[config.mk]
export PLATFORM = sky130hd
export DESIGN_NAME = fifo_wr_arbiter_flat
export DESIGN_NICKNAME = d
export VERILOG_FILES = /design/src/rtl/fifo_async_pkg.sv /design/src/rtl/fifo_wr_arbiter_if.sv /design/src/rtl/fifo_wr_arbiter_gray2bin.sv /design/src/rtl/fifo_wr_arbiter.sv /design/src/flat_wrapper.sv
export SDC_FILE = /design/constraint.sdc
export NUM_CORES = 1
export LEC_CHECK = 0
export BUFFER_PORTS_ARGS = -buffer_cell sky130_fd_sc_hd__buf_2
export CAP_MARGIN = 10
export CORE_ASPECT_RATIO = 1.5
export CORE_MARGIN = 4
export CORE_UTILIZATION = 42
export DETAILED_ROUTE_END_ITERATION = 8
export GPL_ROUTABILITY_DRIVEN = 0
export PLACE_DENSITY = 0.89
export SLEW_MARGIN = 25
export SYNTH_ARGS = -nofsm -noshare
export SYNTH_HDL_FRONTEND = slang
export SYNTH_HIERARCHICAL = 1
export SYNTH_SLANG_ARGS = --single-unit
[constraint.sdc]
create_clock -name clk_w -period 1.7 [get_ports clk_w]
set_input_delay 0.17 -clock clk_w [delete_from_list [all_inputs] [get_ports clk_w]]
set_output_delay 0.17 -clock clk_w [all_outputs]
set_load 0.02 [all_outputs]
[src/rtl/fifo_async_pkg.sv]
// Shared definitions for the async FIFO write/read side logic:
// arbiter state encoding and a width-agnostic Gray-to-binary helper.
package fifo_async_pkg;

    typedef enum logic {
        IDLE  = 1'b0,
        BURST = 1'b1
    } arb_state_t;

    // Widest pointer the helper supports; narrower pointers are zero-extended.
    localparam int GRAY_MAX_W = 32;

    // Zero-extended upper bits convert to zero, so one fixed-width routine
    // serves every pointer width up to GRAY_MAX_W.
    function automatic logic [GRAY_MAX_W-1:0] gray_to_bin(input logic [GRAY_MAX_W-1:0] g);
        logic [GRAY_MAX_W-1:0] b;
        b[GRAY_MAX_W-1] = g[GRAY_MAX_W-1];
        for (int i = GRAY_MAX_W - 2; i >= 0; i--) begin
            b[i] = b[i+1] ^ g[i];
        end
        return b;
    endfunction

endpackage

[src/rtl/fifo_wr_arbiter_if.sv]
// Requester, FIFO write-side and status signals of the two-port write arbiter.
// master = arbiter, slave = requesters plus FIFO write-side logic.
interface fifo_wr_arbiter_if #(
    parameter int FIFO_addr_size = 4,
    parameter int DATA_W         = 16
);

    logic                    req0;
    logic                    req1;
    logic [DATA_W-1:0]       data0;
    logic [DATA_W-1:0]       data1;
    logic                    ack0;
    logic                    ack1;

    logic [FIFO_addr_size:0] w_pointer_gray;
    logic [FIFO_addr_size:0] r_pointer_gray_sync;
    logic                    full;
    logic                    w_en;
    logic [DATA_W-1:0]       w_data;

    logic                    busy;
    logic                    owner;

    modport master (
        input  req0, req1, data0, data1,
        input  w_pointer_gray, r_pointer_gray_sync, full,
        output ack0, ack1, w_en, w_data, busy, owner
    );

    modport slave (
        output req0, req1, data0, data1,
        output w_pointer_gray, r_pointer_gray_sync, full,
        input  ack0, ack1, w_en, w_data, busy, owner
    );

endinterface

[src/rtl/fifo_wr_arbiter_gray2bin.sv]
// Combinational Gray-to-binary converter for one FIFO pointer.
module gray2bin
    import fifo_async_pkg::*;
#(
    parameter int WIDTH = 5
) (
    input  logic [WIDTH-1:0] gray,
    output logic [WIDTH-1:0] bin
);

    if (WIDTH < 1 || WIDTH > GRAY_MAX_W) begin : g_bad_width
        $error("gray2bin: WIDTH %0d outside 1..%0d", WIDTH, GRAY_MAX_W);
    end

    assign bin = WIDTH'(gray_to_bin(GRAY_MAX_W'(gray)));

endmodule

[src/rtl/fifo_wr_arbiter.sv]
// Round-robin write arbiter: grants one of two requesters a fixed-length burst
// into an async FIFO, only when the FIFO has room for the whole burst.
module fifo_wr_arbiter
    import fifo_async_pkg::*;
#(
    parameter int FIFO_addr_size = 4,
    parameter int DATA_W         = 16,
    parameter int BURST_LEN      = 8
) (
    input logic               clk_w,
    input logic               rst_w,
    fifo_wr_arbiter_if.master bus
);

    localparam int PTR_W = FIFO_addr_size + 1;
    localparam int DEPTH = 1 << FIFO_addr_size;

    if (BURST_LEN < 1 || BURST_LEN > DEPTH) begin : g_bad_burst
        $error("fifo_wr_arbiter: BURST_LEN %0d outside 1..%0d", BURST_LEN, DEPTH);
    end

    logic [PTR_W-1:0] wbin;
    logic [PTR_W-1:0] rbin;
    logic [PTR_W-1:0] used;
    logic [PTR_W-1:0] free;
    logic             burst_fits;

    gray2bin #(.WIDTH(PTR_W)) u_wbin (
        .gray (bus.w_pointer_gray),
        .bin  (wbin)
    );

    gray2bin #(.WIDTH(PTR_W)) u_rbin (
        .gray (bus.r_pointer_gray_sync),
        .bin  (rbin)
    );

    // Modular subtraction handles pointer wrap without special cases.
    assign used       = wbin - rbin;
    assign free       = PTR_W'(DEPTH) - used;
    assign burst_fits = (free >= PTR_W'(BURST_LEN));

    arb_state_t       state_q, state_d;
    logic [PTR_W-1:0] beat_q, beat_d;
    logic             owner_q, owner_d;
    logic             prio_q, prio_d;     // requester that wins the next tie
    logic             grant;
    logic             owner_req;
    logic             wr_en;

    assign grant     = (bus.req0 && bus.req1) ? prio_q : bus.req1;
    assign owner_req = owner_q ? bus.req1 : bus.req0;

    // NOTE: sequential state uses non-blocking assignments so every register
    // samples the pre-edge values regardless of statement order.
    always_ff @(posedge clk_w or negedge rst_w) begin
        if (!rst_w) begin
            state_q <= IDLE;
            beat_q  <= '0;
            owner_q <= 1'b0;
            prio_q  <= 1'b0;
        end else begin
            state_q <= state_d;
            beat_q  <= beat_d;
            owner_q <= owner_d;
            prio_q  <= prio_d;
        end
    end

    // NOTE: every signal written here gets a default first, so no path can
    // leave one unassigned and infer a latch.
    always_comb begin
        state_d = state_q;
        beat_d  = beat_q;
        owner_d = owner_q;
        prio_d  = prio_q;
        wr_en   = 1'b0;

        unique case (state_q)
            IDLE: begin
                if ((bus.req0 || bus.req1) && burst_fits) begin
                    state_d = BURST;
                    beat_d  = '0;
                    owner_d = grant;
                    prio_d  = ~grant;
                end
            end

            BURST: begin
                if (!owner_req) begin
                    state_d = IDLE;
                end else if (!bus.full) begin
                    wr_en  = 1'b1;
                    beat_d = beat_q + 1'b1;
                    if (beat_q == PTR_W'(BURST_LEN - 1)) begin
                        state_d = IDLE;
                    end
                end
                // full while bursting: hold everything until space returns
            end

            default: state_d = IDLE;
        endcase
    end

    assign bus.w_en   = wr_en;
    assign bus.ack0   = wr_en & ~owner_q;
    assign bus.ack1   = wr_en &  owner_q;
    assign bus.w_data = owner_q ? bus.data1 : bus.data0;
    assign bus.busy   = (state_q == BURST);
    assign bus.owner  = owner_q;

    a_ack_onehot : assert property (@(posedge clk_w) disable iff (!rst_w)
        !(bus.ack0 && bus.ack1));

    a_wen_not_full : assert property (@(posedge clk_w) disable iff (!rst_w)
        bus.w_en |-> !bus.full);

    a_wen_in_burst : assert property (@(posedge clk_w) disable iff (!rst_w)
        bus.w_en |-> bus.busy);

endmodule
[src/flat_wrapper.sv]
// flat-port wrapper written by rule: the top's interface ports become plain ports
module fifo_wr_arbiter_flat import fifo_async_pkg::*;
#(
    parameter int FIFO_addr_size = 4,
    parameter int DATA_W         = 16,
    parameter int BURST_LEN      = 8
)
  (clk_w, rst_w, bus_req0, bus_req1, bus_data0, bus_data1, bus_w_pointer_gray, bus_r_pointer_gray_sync, bus_full, bus_ack0, bus_ack1, bus_w_en, bus_w_data, bus_busy, bus_owner);
  fifo_wr_arbiter_if #(.FIFO_addr_size(FIFO_addr_size), .DATA_W(DATA_W)) bus_i ();
  input logic clk_w;
  input logic rst_w;
  input wire logic [$bits(bus_i.req0)-1:0] bus_req0;
  input wire logic [$bits(bus_i.req1)-1:0] bus_req1;
  input wire logic [$bits(bus_i.data0)-1:0] bus_data0;
  input wire logic [$bits(bus_i.data1)-1:0] bus_data1;
  input wire logic [$bits(bus_i.w_pointer_gray)-1:0] bus_w_pointer_gray;
  input wire logic [$bits(bus_i.r_pointer_gray_sync)-1:0] bus_r_pointer_gray_sync;
  input wire logic [$bits(bus_i.full)-1:0] bus_full;
  output wire logic [$bits(bus_i.ack0)-1:0] bus_ack0;
  output wire logic [$bits(bus_i.ack1)-1:0] bus_ack1;
  output wire logic [$bits(bus_i.w_en)-1:0] bus_w_en;
  output wire logic [$bits(bus_i.w_data)-1:0] bus_w_data;
  output wire logic [$bits(bus_i.busy)-1:0] bus_busy;
  output wire logic [$bits(bus_i.owner)-1:0] bus_owner;
  assign bus_i.req0 = bus_req0;
  assign bus_i.req1 = bus_req1;
  assign bus_i.data0 = bus_data0;
  assign bus_i.data1 = bus_data1;
  assign bus_i.w_pointer_gray = bus_w_pointer_gray;
  assign bus_i.r_pointer_gray_sync = bus_r_pointer_gray_sync;
  assign bus_i.full = bus_full;
  assign bus_ack0 = bus_i.ack0;
  assign bus_ack1 = bus_i.ack1;
  assign bus_w_en = bus_i.w_en;
  assign bus_w_data = bus_i.w_data;
  assign bus_busy = bus_i.busy;
  assign bus_owner = bus_i.owner;
  fifo_wr_arbiter #(.FIFO_addr_size(FIFO_addr_size), .DATA_W(DATA_W), .BURST_LEN(BURST_LEN)) u_core (.clk_w(clk_w), .rst_w(rst_w), .bus(bus_i));
endmodule
==> reports/qor.yml <==
peakVddDrop_v: 0.000958
p_leak_nw: 0.848
antenna_found_initial: 0
yosysWarnings: 6
num_vias: 1052
max_slew_margin_pct: 81.0
start_util_pct: 44.7
grt_pass1_vias: 1085
postLayoutCellArea_um2: 1630
die_h_um: 68.4
synth_fp_nets: 158
fin_ws_ns: -0.541
synth_ff_type: "dfrtp_1"
yosysTopAreaCell: "dfrtp_1"
drive_gt1_share_pct: 62.0
synth_seq_area_share_pct: 19.6
end_kind: "register"
crit_arrival_ns: 2.44
fp-row-count: 21
io_buffer_count: 67
status: "complete, but fails checks"
cap_violations: 0
critPathKind: "input pin to register"
maxSlewViolCount: 0
grt_setup_unrepaired: "yes"
htree_levels: 1
design.die.area_um2: 3300
area_growth_pct: 60.0
worstMarginPinSlew_ns: 0.283
worstPathMaxFanout: 4
track_usage_pct: 17.0
layoutNonFillerInstCount: 202
diodes: 0
setup_viol: 8
min_period_over_period_pct: 132
wl_mm: 3.06
cts_buffers: 3
drt_iter0_markers: 13
drcViolationCount: 0
fin_crit_ns: 2.24
startpoint_type: "input pin"
ant_nets: 0
tritoncts: "built"
hpwl_mm: 2.45
syn_area_um2: 1020
postSynthCellCount: 102
synth_edf_count: 0
clk_latency_ns: 0.26
total_power_mw: 2.00
achievable-frequency_mhz: 446
pin_count: 68
dieWidth_um: 48.3
critical_path_required_ns: 1.90
drt-wirelength-per-cell_um: 15.2
finalNetCount: 237
synth-seq-cells: 8
ys_types: 35
place_inst: 195
place_area_um2: 1470
synth_top_cell_area_share_pct: 19.6
clkSinkCount: 8
clockBufferDepth: 2
grt_overflow: 0
clkSlewWorstSetupHoldPaths_ns: 0.05
skew_ns: 0.00440
root_buffer: "clkbuf_4"
violations: "setup timing"
fin_util_pct: 71.5
drt-vias-per-instance: 5.21
hp-class: "input pin to register"
syn_avg_cell_area_um2: 10.0
core_area_um2: 2290
grt_max_degree: 21
synth-async-reset-ratio_pct: 100
final_hold_viol_count: 0
synthTopCellsByArea: "dfrtp_1 20%, mux2_2 12%, ha_1 9.8%"
setup_tns_ns: -3.78
powerDensity_nw_per_um2: 1230
grt_pass1_wl_mm: 4.07
drtPass1Iterations: 4
## layer usage
layer,vias to the layer above,global-route usage (%),wire (µm)
met2,37,34.5,1880
met5,-,0,0
met1,489,14.3,976
met4,0,9.43,51
met3,5,1.58,154
li1,521,-,-
## critical path, stage by stage
cell      delay, ns
buf_8          0.11
xnor2_4        0.18
xnor3_1        0.33
ha_2           0.18
inv_2          0.06
ha_4           0.12
inv_2          0.04
fa_2           0.36
xnor2_2        0.17
nand4b_1       0.15
nand2_2        0.11
nor3b_2        0.25
o32a_4         0.21
## kinds of logic (layout without fill, tap and decap cells)
family	count (synthesis)	after routing	share of synthesized area, %
buf+inv	13	90	6.13
mux	17	17	18.6
xor+xnor	13	13	16.7
flops	8	8	19.6
simple gates	25	25	13.8
fa+ha+maj	9	9	11.8
compound gates	17	17	13.4
## repair_timing
item / 4_1_cts / 5_1_grt
hold endpoints to repair: 8 / 0
endpoints found under the setup margin: 9 / 9
gates resized for setup: 16 / 4
pin swaps: 8 / 1
hold buffers: 1 / 0
setup buffers: 2 / 1
## sequential cells by signal, indices dropped and copies added (netlist names)
register / cells
u_core/beat_q: 5
u_core/bus.busy: 1
u_core/bus.owner: 1
u_core/prio_q: 1
## per-stage QoR
| step | worst slack (ns) | hold slack [ns] |
|---|---|---|
| after floorplan | -0.559 | -0.126 |
| after global placement | -0.771 | 0.0180 |
| after detailed placement | -0.821 | 0.0250 |
| after CTS | -0.457 | 0.217 |
| after global routing | -0.575 | 0.263 |
| final | -0.541 | 0.284 |
## synth_stat cells, types with 3 or more instances
cell      n
o31ai_1   4
xnor3_1   3
dfrtp_1   8
nand3_1   6
xnor2_1   6
mux2_2   11
inv_1     8
a21o_1    4
nand2_1   6
mux2_1    5
ha_1      8
buf_4     3
## final cells by class
class / count / area (µm²)
fill: 166 / 652
inverter: 8 / 30.0
multi-input combinational: 81 / 896
sequential: 8 / 200
timing repair buffer: 79 / 457
tap: 23 / 28.8
clock buffer: 3 / 22.5
## cell usage in the layout (no fill, tap or decap), types with 2 or more instances in the layout
cell type	count
ha_1	4
buf_2	63
and2_1	2
xor2_1	2
buf_8	2
inv_2	2
a21o_1	4
o31ai_1	4
ha_4	3
xnor3_1	3
inv_1	6
nor3_1	2
mux2_1	5
nand4b_1	2
nand3_1	6
clkbuf_4	3
nand2_1	6
xnor2_2	2
buf_4	12
xor2_4	2
dfrtp_1	8
xnor2_1	3
mux2_2	11
## power by group
group,internal (mW),switching (mW)
logic,0.733,0.785
clock network,0.0811,0.0692
registers,0.255,0.0800
total,1.07,0.934
## final timing paths
path	to	startpoint	cells past startpoint	slack, ns
min	u_core/bus.owner	bus_req1	3	0.28
max	u_core/prio_q	bus_w_pointer_gray[2]	13	-0.54
max reg2reg	u_core/beat_q[0]	u_core/bus.busy	4	0.29
min reg2reg	u_core/beat_q[4]	u_core/beat_q[4]	1	0.55
min in group asynchronous	u_core/bus.busy	rst_w	2	0.29
max in group asynchronous	u_core/prio_q	rst_w	2	1.24
(Power assumes the default switching activity.)
